**src/rtl/cpu_pkg.sv**
```systemverilog
// Shared constants and loader state encoding for the CPU bootloader slice.
package cpu_pkg;

  localparam int DATA_WIDTH           = 4;
  localparam int MEMORY_ADDRESS_WIDTH = 4;
  localparam int MEMORY_REGISTERS     = 16;
  localparam int SYNC_STAGES          = 2;

  typedef enum logic [2:0] {
    BL_IDLE,
    BL_LOAD,
    BL_CHECK,
    BL_DONE,
    BL_ERROR
  } blState_e;

endpackage

```
**src/rtl/bl_sync_edge.sv**
```systemverilog
// Multi-flop synchronizer for an asynchronous pin with a registered
// rising-edge pulse on the synchronized level.
module bl_sync_edge #(
  parameter int STAGES = cpu_pkg::SYNC_STAGES
) (
  input  logic clk_i,
  input  logic reset_i,
  input  logic async_i,
  output logic sync_o,
  output logic rise_o
);

  logic [STAGES-1:0] sync_q;
  logic              prev_q;
  logic              rise_q;

  always_ff @(posedge clk_i or negedge reset_i) begin
    if (!reset_i) begin
      sync_q <= '0;
      prev_q <= 1'b0;
      rise_q <= 1'b0;
    end else begin
      sync_q[0] <= async_i;
      for (int i = 1; i < STAGES; i++) begin
        sync_q[i] <= sync_q[i-1];
      end
      prev_q <= sync_q[STAGES-1];
      rise_q <= sync_q[STAGES-1] & ~prev_q;
    end
  end

  assign sync_o = sync_q[STAGES-1];
  assign rise_o = rise_q;

endmodule

```
**src/rtl/cpu_bootloader.sv**
```systemverilog
// Nibble-serial program loader: fills instruction memory from board pins,
// then verifies an XOR checksum before releasing the CPU.
module cpu_bootloader #(
  parameter int DATA_WIDTH           = cpu_pkg::DATA_WIDTH,
  parameter int MEMORY_ADDRESS_WIDTH = cpu_pkg::MEMORY_ADDRESS_WIDTH,
  parameter int MEMORY_REGISTERS     = cpu_pkg::MEMORY_REGISTERS,
  parameter int SYNC_STAGES          = cpu_pkg::SYNC_STAGES
) (
  input  logic                            clk_i,
  input  logic                            reset_i,
  input  logic                            prog_en_i,
  input  logic                            strobe_i,
  input  logic [DATA_WIDTH-1:0]           data_i,
  output logic                            bl_programm_o,
  output logic [MEMORY_ADDRESS_WIDTH-1:0] bl_address_o,
  output logic [DATA_WIDTH-1:0]           bl_data_o,
  output logic                            bl_write_en_mem_o,
  output logic                            busy_o,
  output logic                            done_o,
  output logic                            error_o
);

  import cpu_pkg::*;

  localparam logic [MEMORY_ADDRESS_WIDTH-1:0] LastAddr =
    MEMORY_ADDRESS_WIDTH'(MEMORY_REGISTERS - 1);
  localparam logic [MEMORY_ADDRESS_WIDTH-1:0] AddrOne = MEMORY_ADDRESS_WIDTH'(1);

  logic progLevel, progRise, strobeLevelUnused, strobeRise;
  logic [DATA_WIDTH-1:0] dataSync_q [SYNC_STAGES];
  logic [DATA_WIDTH-1:0] dataNow;

  blState_e state_q, state_d;
  logic [MEMORY_ADDRESS_WIDTH-1:0] addr_q, addr_d, blAddr_q, blAddr_d;
  logic [DATA_WIDTH-1:0]           acc_q, acc_d, blData_q, blData_d;
  logic                            we_q, we_d;
  logic                            writeFire;

  bl_sync_edge #(.STAGES(SYNC_STAGES)) uProgSync (
    .clk_i   (clk_i),
    .reset_i (reset_i),
    .async_i (prog_en_i),
    .sync_o  (progLevel),
    .rise_o  (progRise)
  );

  bl_sync_edge #(.STAGES(SYNC_STAGES)) uStrobeSync (
    .clk_i   (clk_i),
    .reset_i (reset_i),
    .async_i (strobe_i),
    .sync_o  (strobeLevelUnused),
    .rise_o  (strobeRise)
  );

  // Data gets the same depth as strobe so both arrive aligned.
  always_ff @(posedge clk_i or negedge reset_i) begin
    if (!reset_i) begin
      for (int i = 0; i < SYNC_STAGES; i++) begin
        dataSync_q[i] <= '0;
      end
    end else begin
      dataSync_q[0] <= data_i;
      for (int i = 1; i < SYNC_STAGES; i++) begin
        dataSync_q[i] <= dataSync_q[i-1];
      end
    end
  end

  assign dataNow   = dataSync_q[SYNC_STAGES-1];
  assign writeFire = (state_q == BL_LOAD) && strobeRise && progLevel;

  always_ff @(posedge clk_i or negedge reset_i) begin
    if (!reset_i) begin
      state_q <= BL_IDLE;
    end else begin
      state_q <= state_d;
    end
  end

  always_comb begin
    state_d = state_q;
    case (state_q)
      BL_IDLE: begin
        if (progRise) state_d = BL_LOAD;
      end
      BL_LOAD: begin
        if (!progLevel) state_d = BL_IDLE;
        else if (strobeRise && addr_q == LastAddr) state_d = BL_CHECK;
      end
      BL_CHECK: begin
        if (!progLevel) state_d = BL_IDLE;
        else if (strobeRise) state_d = (dataNow == acc_q) ? BL_DONE : BL_ERROR;
      end
      BL_DONE, BL_ERROR: begin
        if (!progLevel) state_d = BL_IDLE;
      end
      default: state_d = BL_IDLE;
    endcase
  end

  always_comb begin
    bl_programm_o = 1'b0;
    busy_o        = 1'b0;
    done_o        = 1'b0;
    error_o       = 1'b0;
    case (state_q)
      BL_LOAD, BL_CHECK: begin
        bl_programm_o = 1'b1;
        busy_o        = 1'b1;
      end
      BL_DONE:  done_o  = 1'b1;
      BL_ERROR: error_o = 1'b1;
      default: ;
    endcase
  end

  // Address counter wraps after the last word so no write lands past memory.
  always_comb begin
    addr_d   = addr_q;
    acc_d    = acc_q;
    blAddr_d = blAddr_q;
    blData_d = blData_q;
    we_d     = 1'b0;
    if (state_q == BL_IDLE && progRise) begin
      addr_d = '0;
      acc_d  = '0;
    end
    if (writeFire) begin
      blAddr_d = addr_q;
      blData_d = dataNow;
      we_d     = 1'b1;
      acc_d    = acc_q ^ dataNow;
      addr_d   = (addr_q == LastAddr) ? '0 : addr_q + AddrOne;
    end
  end

  always_ff @(posedge clk_i or negedge reset_i) begin
    if (!reset_i) begin
      addr_q   <= '0;
      acc_q    <= '0;
      blAddr_q <= '0;
      blData_q <= '0;
      we_q     <= 1'b0;
    end else begin
      addr_q   <= addr_d;
      acc_q    <= acc_d;
      blAddr_q <= blAddr_d;
      blData_q <= blData_d;
      we_q     <= we_d;
    end
  end

  assign bl_address_o      = blAddr_q;
  assign bl_data_o         = blData_q;
  assign bl_write_en_mem_o = we_q;

endmodule

```
**config.mk**
```make
export PLATFORM = sky130hd
export DESIGN_NAME = cpu_bootloader
export DESIGN_NICKNAME = d
export VERILOG_FILES = /design/src/rtl/cpu_pkg.sv /design/src/rtl/bl_sync_edge.sv /design/src/rtl/cpu_bootloader.sv
export SDC_FILE = /design/constraint.sdc
export NUM_CORES = 1
export LEC_CHECK = 0
export ABC_AREA = 1
export CAP_MARGIN = 40
export CELL_PAD_IN_SITES_DETAIL_PLACEMENT = 0
export CELL_PAD_IN_SITES_GLOBAL_PLACEMENT = 1
export CORE_ASPECT_RATIO = 0.5
export CORE_MARGIN = 4
export CORE_UTILIZATION = 37
export CTS_CLUSTER_DIAMETER = 120
export DETAILED_ROUTE_END_ITERATION = 10
export PLACE_DENSITY_LB_ADDON = 0.1
export SYNTH_ARGS = -nofsm -noshare
export SYNTH_HDL_FRONTEND = slang
export SYNTH_HIERARCHICAL = 1
export SYNTH_SLANG_ARGS = --single-unit
```
**constraint.sdc**
```tcl
create_clock -name clk_i -period 1.1 [get_ports clk_i]
set_input_delay 0.22 -clock clk_i [delete_from_list [all_inputs] [get_ports clk_i]]
set_output_delay 0.22 -clock clk_i [all_outputs]
set_load 0.1 [all_outputs]
```
==> impl_summary.md <==
Synthesis
The share of the yosys chip area belonging to registers is 59.26%. The fraction of the mapped netlist area in adder cells is 0.8230%. In this run, synthesis inferred 0 flip-flops with an integrated enable. The largest area contributor in the netlist is dfrtp_1. The most instantiated library cell after synthesis is nand2_1.

The top cell type's share of synthesized area is 59.26%. The area of the mapped netlist is between 1500 and 2000 sq um. By area the synthesized netlist is led by dfrtp_1 (59%), nand2_1 (12%), inv_1 (5.9%).

The fraction of the mapped netlist area in compound gates is 9.300%. The number of synthesized register bits is 36. Sorting the synthesized cells by how often they occur yields nand2_1 (47), dfrtp_1 (36), inv_1 (24).

The synthesized netlist devotes a little under a quarter of its cell area to simple gates. By area, the combinational part of the netlist is dominated by simple AND/OR/NAND/NOR gates. The fraction of synthesized cell area in xor and xnor cells is 0%. The number of nets handed over by synthesis was 171. After synthesis, the share of flip-flops with an asynchronous set or reset is 100.0%. The count of distinct cell types in the synthesized netlist is 19. The cell count after synthesis came out at 162. Measured against the total synthesized area, the mux share comes to 0%. The synthesis warning total is 6. The synthesized area divided by synthesized cell count is 9.384 sq um. For this run, the leading register cell type out of synthesis is dfrtp_1.

STA
Dividing the final minimum period by the clock period gives 139.3%. The remaining max-slew budget at the tightest pin is approximately four fifths. The final number of hold-violating endpoints is 0.

Setup repair after global routing could not meet its margin everywhere. Setup violations remaining at the end of the flow were counted as 27. The maximum frequency from static timing analysis is 652.8 MHz. The worst path in the final design needs a cycle of 1.532 ns, including I/O delays and setup. The max-slew violation count was 0.

Once routing completed, OpenROAD measured the worst setup slack at -0.4318 ns. The clock arrives with just over 0.002 ns of skew. The transition time of the tightest slew-check pin is 0.3229 ns.

Placement
After detailed placement, the total cell area comes to 2092 sq um. After detailed placement, the design holds a cell count of between 200 and 300. The total half-perimeter wirelength after legalization and detailed placement is 2.161 mm. The count of input and output buffers is 20. The final weighted congestion of routability-driven global placement is around 0.83.

Global route
The met2 routing resource usage after global routing is between 20% and 30%. The global-route wire length before repair is 5.126 mm. The sum of overflow across all layers after global routing is 0. The met3 track demand over resource in global routing is 4.868%. For met1 alone, demand over resource in global routing was 16.17%. In this run the most used layer during global routing was met2. The number of global-route vias before repair is 1111. The total global routing track utilization is 13.15%. Entering global routing, the biggest net connects 37 pins. The number of antenna violations at the first check in global routing came to 0.

Worst hold path
The path category of the worst min-delay check is reg -> reg. The startpoint identified for the worst hold timing path is uStrobeSync/sync_q[0].

Run status
The checks that failed: negative setup slack. The flow ran to the end, but the final reports show violations.

Route
After the first detailed-routing iteration, the DRC count stood at 35. The count of nets left with antenna violations once routing finished came out at 0. The count of TritonRoute iterations in the first routing pass is 4. The via density per instance is around 4.4. The total wire length is 3.042 mm.

The residual DRC count is 0. The routed wirelength normalized by instance count is about 11 um. Across all layers, the routed design uses ~1200 vias.

Clock network
The total number of clock tree sinks is 36. The total CTS buffers is 5. In this run the deepest clock path goes through 2 buffers. The clock tree synthesis step divided the H-tree into 2 levels. The clock transition time at the flip-flop clock pins of the worst setup and hold paths is roughly 0.070 ns. The TritonCTS clock tree is yes.

The buffer cell driving the clock tree root is clkbuf_8. Clock latency on the worst-skew pair, taken at its later pin, is 0.28 ns.

Pwr
The portion of total power attributed to sequential cells is 28.2%. Overall power consumption after layout is estimated at 6631 uW. Internal power comes to 3727 uW.

The part of the power in the clock network is 16.9%. The switching power as a share of total power is 43.80%. The switching power summed over all nets is 2904 uW. IR analysis of the VDD net gives a maximum drop of between 1000 and 1500 uV.

The power density over the cells is 2759 nW/um^2. The combinational power share is roughly 55%. In this run the static leakage power is 0.001142 uW.

Floorplan
The die covers ~5300 sq um. From left edge to right edge, the die measures 98.65 um. The count of pins on the block boundary is 21. Once the floorplan was initialized, standard cells occupied 38.74% of the core.

Row generation in the floorplan step produced 16 rows. The die is 53.33 um tall. The floorplan step defined a core boundary enclosing 3924 sq um.

Setup path
STA classifies the critical path startpoint as a flop. The launch point of the critical path is state_q[1]. The worst setup path is of the reg -> out kind. The worst endpoint required time is ~0.88 ns. The kind of end point of the critical path is an output pin. For the worst setup path, the data arrival time is 1.31 ns. The largest fanout on the critical path is 5. The worst flop-to-flop path startpoint is state_q[2].

Final layout
The fraction of final layout cells with drive strength greater than 1 is 47.51%. For this run, the number of standard cells in the final layout without fillers is 275. The layout has 340 filler cells. The area growth from synthesis to layout is 58.11%. After the last flow step, the layout net total stands at between 200 and 250. The summed area of non-filler cells in the final layout is around 2400 sq um.

The number of diodes is 0. For this run, the share of the core covered by cells in the final layout is 61.26%.

Flow run
Across the run, the number of max-cap violations was 0.
placed cells by master, fill, tap and decap left out, types with 6 or more instances in the layout:
master,instances
nand2_1,39
dfrtp_1,25
buf_12,14
o21ai_1,7
buf_6,6
nand2_2,9
buf_4,25
o21ai_2,9
nor2_1,7
dfrtp_2,11
inv_1,21
clkdlybuf4s50_1,6
flip-flops by register name (all words and copies together), names as in the netlist:
name and cells:
uProgSync/rise_o 1, bl_data_o 4, dataNow 4, uStrobeSync/prev_q 1
addr_q 4, uStrobeSync/rise_o 1, bl_write_en_mem_o 1, bl_address_o 4
uProgSync/sync_q 2, acc_q 4, uStrobeSync/sync_q 2, uProgSync/prev_q 1
dataSync_q 4, state_q 3
worst max-delay path: stages, from the launching register on:
cell	delay (ns)
dfrtp_2	0.45
buf_4	0.16
o21ai_4	0.21
buf_12	0.20
what timing repair did:
item / CTS / global route
pin swaps: 8 / 6
endpoints found under the setup margin: 32 / 33
hold endpoints to repair: 36 / 0
buffers inserted: 10 / 4
gates resized for setup: 30 / 6
hold buffers: 1 / 0
power groups by stage:
stage	clock [uW]	combinational [uW]	sequential [uW]
after floorplan	0	1490	2540
after detailed placement	0	3200	1890
after global placement	0	3170	1880
after global routing	1230	3860	1910
final	1120	3640	1870
after CTS	1160	3500	1870
cells by family (layout without fill, tap and decap cells):
| group | count (synthesis) | count (layout) |
|---|---|---|
| AOI/OAI and AO/OA | 21 | 21 |
| adders and majority gates | 1 | 1 |
| buffers and inverters | 28 | 87 |
| DFF | 36 | 36 |
| and+or+nand+nor | 76 | 76 |
cell type report:
| type | instances | area [sq um] | share of cell area [%] |
|---|---|---|---|
| clock buffer | 6 | 72.57 | 3.019 |
| clock inverter | 2 | 35.03 | 1.458 |
| inverter | 25 | 101.3 | 4.217 |
| multi-input combinational | 98 | 586.8 | 24.41 |
| sequential | 36 | 914.6 | 38.05 |
| tap | 54 | 67.56 | 2.811 |
| timing repair buffer | 54 | 625.6 | 26.03 |
per-stage QoR:
step	setup TNS [ns]	hold WS [ns]	setup slack, ns
finish	-8.398	0.3519	-0.4318
global route	-10.69	0.3521	-0.4775
CTS	-6.628	0.3580	-0.4299
detailed placement	-3.061	0.1952	-0.1692
global placement	-2.456	0.1940	-0.1547
floorplan	-1.520	-0.07559	-0.5473
metal layers:
| metal | up-vias | part of all wire (%) |
|---|---|---|
| li1 | 614 | - |
| met1 | 562 | 45 |
| met2 | 17 | 48 |
| met3 | 6 | 5.5 |
| met4 | 0 | 1.2 |
| met5 | - | 0 |
final timing paths:
| check | cells past startpoint | endpoint | slack, ns |
|---|---|---|---|
| setup / recovery | 3 | busy_o | -0.43 |
| hold / removal | 0 | uStrobeSync/sync_q[1] | 0.35 |
| setup reg to reg | 8 | acc_q[2] | -0.37 |
| hold reg to reg | 0 | uStrobeSync/sync_q[1] | 0.35 |
| max in group asynchronous | 3 | bl_data_o[2] | 0.48 |
| min in group asynchronous | 3 | uProgSync/rise_o | 0.42 |
Power figures use the tool's default switching activity.
